## src/rtl/filtr_out_ser.sv

```systemverilog
// Output serializer for the notch filter: buffers filtered samples in a small
// FIFO and shifts each one out MSB-first on an sclk/sdata/fsync link.
module filtr_out_ser #(
  parameter int unsigned DATA_SIZE  = 25,
  parameter int unsigned FIFO_DEPTH = 4,
  parameter int unsigned CLK_DIV    = 4
) (
  input  logic                          clk,
  input  logic                          reset,
  input  logic signed [DATA_SIZE-2:0]   data_in,
  input  logic                          data_valid,
  output logic                          sclk,
  output logic                          sdata,
  output logic                          fsync,
  output logic [$clog2(FIFO_DEPTH):0]   fifo_count,
  output logic                          overflow,
  output logic                          busy
);

  localparam int unsigned W     = DATA_SIZE - 1;
  localparam int unsigned PTR_W = $clog2(FIFO_DEPTH);
  localparam int unsigned CNT_W = PTR_W + 1;
  localparam int unsigned DIV_W = $clog2(2 * CLK_DIV) + 1;
  localparam int unsigned BIT_W = $clog2(W);

  typedef enum logic [1:0] {
    S_IDLE,
    S_LOAD,
    S_SHIFT,
    S_GAP
  } state_t;

  state_t             state;
  logic [W-1:0]       mem [FIFO_DEPTH];
  logic [PTR_W-1:0]   wr_ptr;
  logic [PTR_W-1:0]   rd_ptr;
  logic [W-1:0]       shreg;
  logic [DIV_W-1:0]   div_cnt;
  logic [BIT_W-1:0]   bit_cnt;
  logic               pop;
  logic               push;

  // Head is taken whenever the serializer is idle and something is queued;
  // a full FIFO still accepts a sample in the cycle its head leaves.
  assign pop  = (state == S_IDLE) && (fifo_count != '0);
  assign push = data_valid && ((fifo_count != CNT_W'(FIFO_DEPTH)) || pop);

  // Sample storage; contents need no reset since the pointers define validity.
  always_ff @(posedge clk) begin
    if (push) begin
      mem[wr_ptr] <= $unsigned(data_in);
    end
  end

  // FIFO pointers, occupancy and sticky drop flag.
  always_ff @(posedge clk) begin
    if (reset) begin
      wr_ptr     <= '0;
      rd_ptr     <= '0;
      fifo_count <= '0;
      overflow   <= 1'b0;
    end else begin
      if (push) begin
        wr_ptr <= wr_ptr + PTR_W'(1);
      end
      if (pop) begin
        rd_ptr <= rd_ptr + PTR_W'(1);
      end
      if (data_valid && !push) begin
        overflow <= 1'b1;
      end
      case ({push, pop})
        2'b10:   fifo_count <= fifo_count + CNT_W'(1);
        2'b01:   fifo_count <= fifo_count - CNT_W'(1);
        default: fifo_count <= fifo_count;
      endcase
    end
  end

  // Frame sequencer: pop, load, W bits of low/high sclk phases, then a gap.
  always_ff @(posedge clk) begin
    if (reset) begin
      state   <= S_IDLE;
      shreg   <= '0;
      div_cnt <= '0;
      bit_cnt <= '0;
      sclk    <= 1'b0;
      sdata   <= 1'b0;
      fsync   <= 1'b0;
      busy    <= 1'b0;
    end else begin
      case (state)
        S_IDLE: begin
          sclk  <= 1'b0;
          sdata <= 1'b0;
          fsync <= 1'b0;
          if (pop) begin
            shreg <= mem[rd_ptr];
            busy  <= 1'b1;
            state <= S_LOAD;
          end
        end

        S_LOAD: begin
          div_cnt <= '0;
          bit_cnt <= BIT_W'(W - 1);
          sclk    <= 1'b0;
          sdata   <= shreg[W-1];
          fsync   <= 1'b1;
          shreg   <= {shreg[W-2:0], 1'b0};
          state   <= S_SHIFT;
        end

        S_SHIFT: begin
          if (div_cnt == DIV_W'(CLK_DIV - 1)) begin
            div_cnt <= '0;
            if (!sclk) begin
              sclk <= 1'b1;
            end else if (bit_cnt == '0) begin
              sclk  <= 1'b0;
              sdata <= 1'b0;
              fsync <= 1'b0;
              state <= S_GAP;
            end else begin
              // New bit is presented only at the start of a low phase.
              bit_cnt <= bit_cnt - BIT_W'(1);
              sclk    <= 1'b0;
              sdata   <= shreg[W-1];
              fsync   <= 1'b0;
              shreg   <= {shreg[W-2:0], 1'b0};
            end
          end else begin
            div_cnt <= div_cnt + DIV_W'(1);
          end
        end

        S_GAP: begin
          if (div_cnt == DIV_W'(2 * CLK_DIV - 1)) begin
            div_cnt <= '0;
            busy    <= 1'b0;
            state   <= S_IDLE;
          end else begin
            div_cnt <= div_cnt + DIV_W'(1);
          end
        end

        default: begin
          state <= S_IDLE;
        end
      endcase
    end
  end

endmodule

```

## config.mk

```make
export PLATFORM = sky130hd
export DESIGN_NAME = filtr_out_ser
export DESIGN_NICKNAME = d
export VERILOG_FILES = /design/src/rtl/filtr_out_ser.sv
export SDC_FILE = /design/constraint.sdc
export NUM_CORES = 1
export LEC_CHECK = 0
export ABC_AREA = 0
export BUFFER_PORTS_ARGS = -buffer_cell sky130_fd_sc_hd__buf_2
export CORE_UTILIZATION = 50
export DETAILED_ROUTE_END_ITERATION = 7
export HOLD_SLACK_MARGIN = 0.03
export PLACE_DENSITY = 0.79
export SLEW_MARGIN = 20
export SYNTH_ARGS = -nofsm -noshare
export SYNTH_HDL_FRONTEND = slang
export SYNTH_SLANG_ARGS = --single-unit
```

## constraint.sdc

```tcl
create_clock -name clk -period 2.9 [get_ports clk]
set_clock_uncertainty 0.1 [all_clocks]
set_input_delay 0.29 -clock clk [delete_from_list [all_inputs] [get_ports clk]]
set_output_delay 0.29 -clock clk [all_outputs]
set_load 0.05 [all_outputs]
```

## Word-level counts from Yosys, hierarchy flattened

Memories as Yosys holds them, arrays and structs flattened. A register that Yosys moved wholly into a read port is not among the register bits.
Index checks and enable logic that the tools add are counted.
W data, S select, Z words.

| word-level totals | value |
|---|---|
| bits in registers | 47 |
| memory bits (writable) | 96 |
| output and inout bits | 8 |
| word-level logic and storage cells | 90 |
| memories kept | 1 |

| operators by class | value |
|---|---|
| add/subtract/negate cells | 6 |
| equal/unequal tests | 14 |
| muxes and demuxes | 36 |
| reduce and logical (&&, ||, !) cells | 21 |

Memories:

| name | depth | width | read ports | clocked after memory_dff | wr ports | RTL line | text |
|---|---|---|---|---|---|---|---|
| mem | 4 | 24 | 1 | 1 | 1 | 34 | `logic [W-1:0] mem [FIFO_DEPTH];` |

Operator list:

| operator | count |
|---|---|
| $mux W24 | 4 |
| $pmux W24 S3 | 1 |
| $mux W5 | 3 |
| $mux W2 | 7 |
| $ne A2 B2 Y1 const B | 6 |
| $pmux W4 S3 | 1 |
| $mux W1 | 11 |
| $pmux W5 S2 | 1 |
| $reduce_and A5 Y1 | 2 |
| $reduce_bool A3 Y1 | 3 |
| $mux W4 | 2 |
| $pmux W2 S4 | 1 |
| $reduce_bool A2 Y1 | 4 |
| $eq A2 B2 Y1 const B | 3 |
| $pmux W1 S3 | 2 |
| $pmux W3 S2 | 1 |
| $reduce_and A3 Y1 | 2 |
| $logic_not A5 Y1 | 1 |
| $sub A5 B1 Y5 const B | 1 |
| $add A2 B1 Y2 const B | 2 |
| $add A4 B1 Y4 const B | 1 |
| $eq A2 B1 Y1 const B | 2 |
| $eq A4 B2 Y1 const B | 1 |
| $eq A4 B3 Y1 const B | 1 |
| 11 further kinds | 14 |

## Longest topological paths before layout

| logic depth | value |
|---|---|
| depth in word-level cells | 6 |
| depth in mapped cells | 11 |
| gate-level depth less buffers | 10 |

## Worst setup path after synthesis

Ideal clock, no wire load.

| path | value |
|---|---|
| path kind | reg2reg |
| from | reg fifo_count[2] |
| to | reg fifo_count[1] |
| data arrival time | 2307 ps |
| required time | 2705 ps |
| path slack | 397 ps |
| cell stages (with the launch flop) | 9 |
| buffers on the path | 0 |
| clock period less this slack | 2503 ps |
| cell sequence | dfxtp_1 > o31ai_1 > nor2_1 > inv_1 > fa_1 > o21bai_1 > a31oi_1 > o21ai_0 > a221oi_1 |

| between the ends | value |
|---|---|
| cells in the longest elaborated chain, start to end | 6 |
| elaborated cells on any way between the ends | 9 |
| classes of those cells | eq/ne (3); mux (1); reduce/logical (5) |

RTL lines:

| what | RTL line | text |
|---|---|---|
| start, declared | 15 | `output logic [$clog2(FIFO_DEPTH):0] fifo_count,` |
| start signal, assigned | 73 | `2'b10: fifo_count <= fifo_count + CNT_W'(1);` |
| start signal, assigned | 74 | `2'b01: fifo_count <= fifo_count - CNT_W'(1);` |
| start signal, assigned | 75 | `default: fifo_count <= fifo_count;` |
| $reduce_bool A3 Y1 | 45 | `assign pop = (state == S_IDLE) && (fifo_count != '0);` |
| $logic_and A1 B1 Y1 | 45 |  |
| $logic_or A1 B1 Y1 | 46 | `assign push = data_valid && ((fifo_count != CNT_W'(FIFO_DEPTH)) \|\| pop);` |
| $logic_and A1 B1 Y1 | 46 |  |
| $eq A2 B1 Y1 or $eq A2 B2 Y1 (tied branches) | 72 | `case ({push, pop})` |
| $pmux W3 S2 or $reduce_bool A2 Y1 (tied branches) | -- |  |

Several ways; a longest one is shown, not always the timed one.
A chain may end at the register's enable or synchronous reset.

## Final worst setup path

| path | value |
|---|---|
| from | reg state[0] |
| to | reg fifo_count[1] |

| between the ends | value |
|---|---|
| cells in the longest elaborated chain, start to end | 6 |
| elaborated cells on any way between the ends | 8 |
| classes of those cells | eq/ne (2); mux (1); reduce/logical (5) |

RTL lines:

| what | RTL line | text |
|---|---|---|
| start, declared | 33 | `state_t state;` |
| start signal, assigned | 83 | `state <= S_IDLE;` |
| start signal, assigned | 100 | `state <= S_LOAD;` |
| start signal, assigned | 111 | `state <= S_SHIFT;` |
| $logic_not A2 Y1 * | 45 |  |
| $logic_and A1 B1 Y1 * | 45 |  |
| $logic_or A1 B1 Y1 | 46 |  |
| $logic_and A1 B1 Y1 | 46 |  |
| $eq A2 B1 Y1 or $eq A2 B2 Y1 (tied branches) | 72 |  |
| $pmux W3 S2 or $reduce_bool A2 Y1 (tied branches) | -- |  |

Every way passes the cells marked *; elsewhere a longest branch is shown, timed or not.

==> results.md <==
- Diode count: 0
- Root Driver: clkbuf_16
- Mapped Nets: between 400 and 500
- Maximum clock frequency: roughly 400 MHz
- Global-route usage over all layers: about a fifth
- Final hold violations: 0
- Die X: 110.8 um
- Int Power: about 0.0044 W
- Status: completed
- Final setup violation count: 0
- CP peak stage delay: approximately 0.46 ns
- Initial antenna violation count: 0
- Max cap viols: 0
- Vias in the first global route: approximately 3,500
- Cell Area, Synth: just under 6000 sq um
- Gr ovfl total: 0
- Peak VDD IR: about 0.76 mV
- Total Power: 0.006498 W
- Combinational power share: between 20% and 30%
- GR Util met1: a little over a fifth
- Final worst path period share: about nine tenths
- Worst-skew pair later-pin latency: 0.42 ns
- Clk sink count: roughly 150
- Endpoint class of the critical path: flip-flop
- I/O Buffers: 34
- CTS clk-pin slew, worst paths: roughly 0.06 ns
- Yosys synthesis warning count: 0
- Register area share after synthesis: approximately 65%
- Final wirelength: roughly 11,000 um
- Cell Rows: 39
- CTS tree: yes
- Net Sw Frac: about a third
- Net Sw Power: a little over 0.002 W
- Leak: between 2 and 2.5 nW
- Pre-antenna DRT Iters: 4
- Hold Crit Class: in2reg
- Family with the most delay on the worst path: compound AO/OA/AOI/OAI gates
- Headroom to the max-slew limit: 40.84%
- Critical Path RT: 3.12 ns
- GR Layer Usage met3: 5.358%
- Routed via count: ~3,500
- Slew of the pin with the lowest slew margin: 0.8874 ns
- Share of cells above drive strength 1: between 20 and 25%
- Worst Setup Start Kind: flip-flop
- DRT antenna net count: 0
- Crit path buf inv count: 2
- Min cycle time layout: ~2.6 ns
- Clk network pwr share: between 30% and 40%
- Pins over their slew limit: 0
- IO Count: 35
- GR peak layer: met2
- Cells after Synth: 396
- Power Dens Cells: 922.6 nW/um^2
- GR Util met2: roughly 33%
- Die Area: ~12,000 sq um
- Drt drc: 0
- Crit-path max FO: 8
- Most common cell after layout, fill and taps aside: edfxtp_1
- TritonCTS buffer count: 17
- Synthesized area per cell: 14.96 sq um
- Highest-count cells in the layout ignoring fill and taps: 96 x edfxtp_1, 49 x dfxtp_1, 39 x a21oi_1
- Post-layout nets: 500
- Setup tns final: 0 ns
- Vias per std cell: approximately 5.7
- Htree depth: 4
- Core area: between 10,000 and 15,000 sq um
- Post-synthesis register bit count: between 100 and 150
- First-pass GRT wire length: ~17,000 um
- WS Path Type: reg2reg
- # fillers: 812
- Wire per inst: 17.36 um
- Crit path max-delay cell type: fa_1
- Initial Utilization: 51.65%
- Die Height: ~110 um
- Unique masters post-synth: 46
- Initial DRC Count: about 230
- Maximum number of pins on one net before global-route repair: 35
- Clock tree buffer depth: 2
- Critical path cell sequence: inv_1 > ha_2 > o31ai_1 > nor2_1 > inv_1 > fa_1 > o21bai_1 > a31oi_1 > o21ai_0 > a221oi_1
- Critical Path AT: 2.79 ns
- Share of power burned in registers: around 40%
- Routability cong.: ~0.77
- Hpwl dp: between 6000 and 7000 um
- Most frequent CP cell: inv_1
- Setup repair bufs after CTS: 0
- Register area: 3864 sq um
- RSZ-0062 raised after global routing: false
- Area of the multi-input gates: roughly 1900 sq um
- Area Growth Syn to Fin: 18.91%
## cell type report
type / instances / area share [%]
clock buffer: 17 / 6.040
clock inverter: 15 / 1.759
inverter: 14 / 0.7461
multi-input combinational: 213 / 27.06
sequential: 145 / 54.86
tap: 143 / 2.540
timing repair buffer: 69 / 6.999
## per-stage QoR
step | utilization [%] | setup WS (ns) | cell area, sq um | hold slack (ns) | std cells
3_3_place_gp | 54.51 | 0.4430 | 6251 | 0.3413 | 560
3_5_place_dp | 54.51 | 0.2510 | 6251 | 0.3580 | 560
5_1_grt | 61.42 | 0.05218 | 7043 | 0.1256 | 616
2_1_floorplan | - | 0.3974 | 5923 | 0.2889 | 396
4_1_cts | 61.40 | 0.2265 | 7041 | 0.1095 | 616
6_report | 61.42 | 0.3280 | 7043 | 0.1180 | 616
## flip-flops by register name, indices dropped and copies added, names as in the netlist, 2 cells and up, named ones only
name and cells:
bit_cnt 5, div_cnt 4, fifo_count 3, mem 96, rd_ptr 2, shreg 24, state 2, wr_ptr 2
## timing repair
action	CTS	global route
endpoints found under the setup margin	0	1
hold buffers	24	0
endpoints found under the hold margin	96	0
resized for setup	0	1
## path summary, 6_finish.rpt
check,from,endpoint,slack [ns],cells past startpoint
worst max-delay path,state[0]$_SDFFE_PP0P_,fifo_count[1]$_SDFFE_PP0P_,0.33,10
worst min-delay path,reset,div_cnt[1]$_SDFFE_PP0P_,0.12,2
worst max register to register,state[0]$_SDFFE_PP0P_,fifo_count[1]$_SDFFE_PP0P_,0.33,10
worst min register to register,fsync$_SDFFE_PP0P_,fsync$_SDFFE_PP0P_,0.36,2
## kinds of logic (layout without fill, tap and decap cells)
| family | count (synthesis) | in the layout | synth area share [%] |
|---|---|---|---|
| compound gates | 82 | 82 | 8.534 |
| xor+xnor | 9 | 9 | 1.331 |
| fa+ha+maj | 13 | 13 | 2.873 |
| buf+inv | 38 | 115 | 2.704 |
| flops | 145 | 145 | 65.23 |
| mux | 51 | 51 | 13.73 |
| simple gates | 58 | 58 | 5.598 |
## synth_stat cells, drive strengths merged
library cell,number,share of area (%)
a21oi,40,3.4
nor3,3,0.25
nand3b,1,0.13
a31oi,1,0.11
nor4b,1,0.15
buf,10,0.93
mux4,24,9.1
or4bb,1,0.21
nand4,4,0.42
nor2,22,1.4
fa,1,0.34
o22ai,1,0.11
mux2i,25,4.2
nand4b,3,0.44
clkbuf,14,0.89
o21bai,2,0.25
mux2,2,0.38
nand2,5,0.32
nor2b,4,0.42
xor2,6,0.89
and3b,1,0.15
nand4bb,1,0.19
inv,14,0.89
nor3b,2,0.25
dfxtp,49,17
nor4bb,1,0.17
a311oi,2,0.30
o31ai,1,0.13
a221oi,1,0.15
nand3,2,0.17
ha,12,2.5
xnor2,3,0.44
a21o,2,0.27
o21ai,6,0.51
or3,1,0.11
and2,4,0.42
o21a,1,0.13
or4b,2,0.40
edfxtp,96,49
a211oi,24,3.0
a222oi,1,0.17
## metal layers
layer  up-vias  routed length [um]
met2        94                5689
met4         0                 126
li1       1653                   -
met3        13                 480
met1      1743                4396
met5         -                   0
## power groups by stage
stage	Sequential, W	Clock (W)	Combinational (W)
floorplan	0.00275	0	0.00134
global placement	0.00270	0	0.00170
detailed placement	0.00271	0	0.00177
CTS	0.00268	0.00204	0.00181
global route	0.00271	0.00213	0.00198
finish	0.00268	0.00202	0.00180
Power figures use the tool's default switching activity.
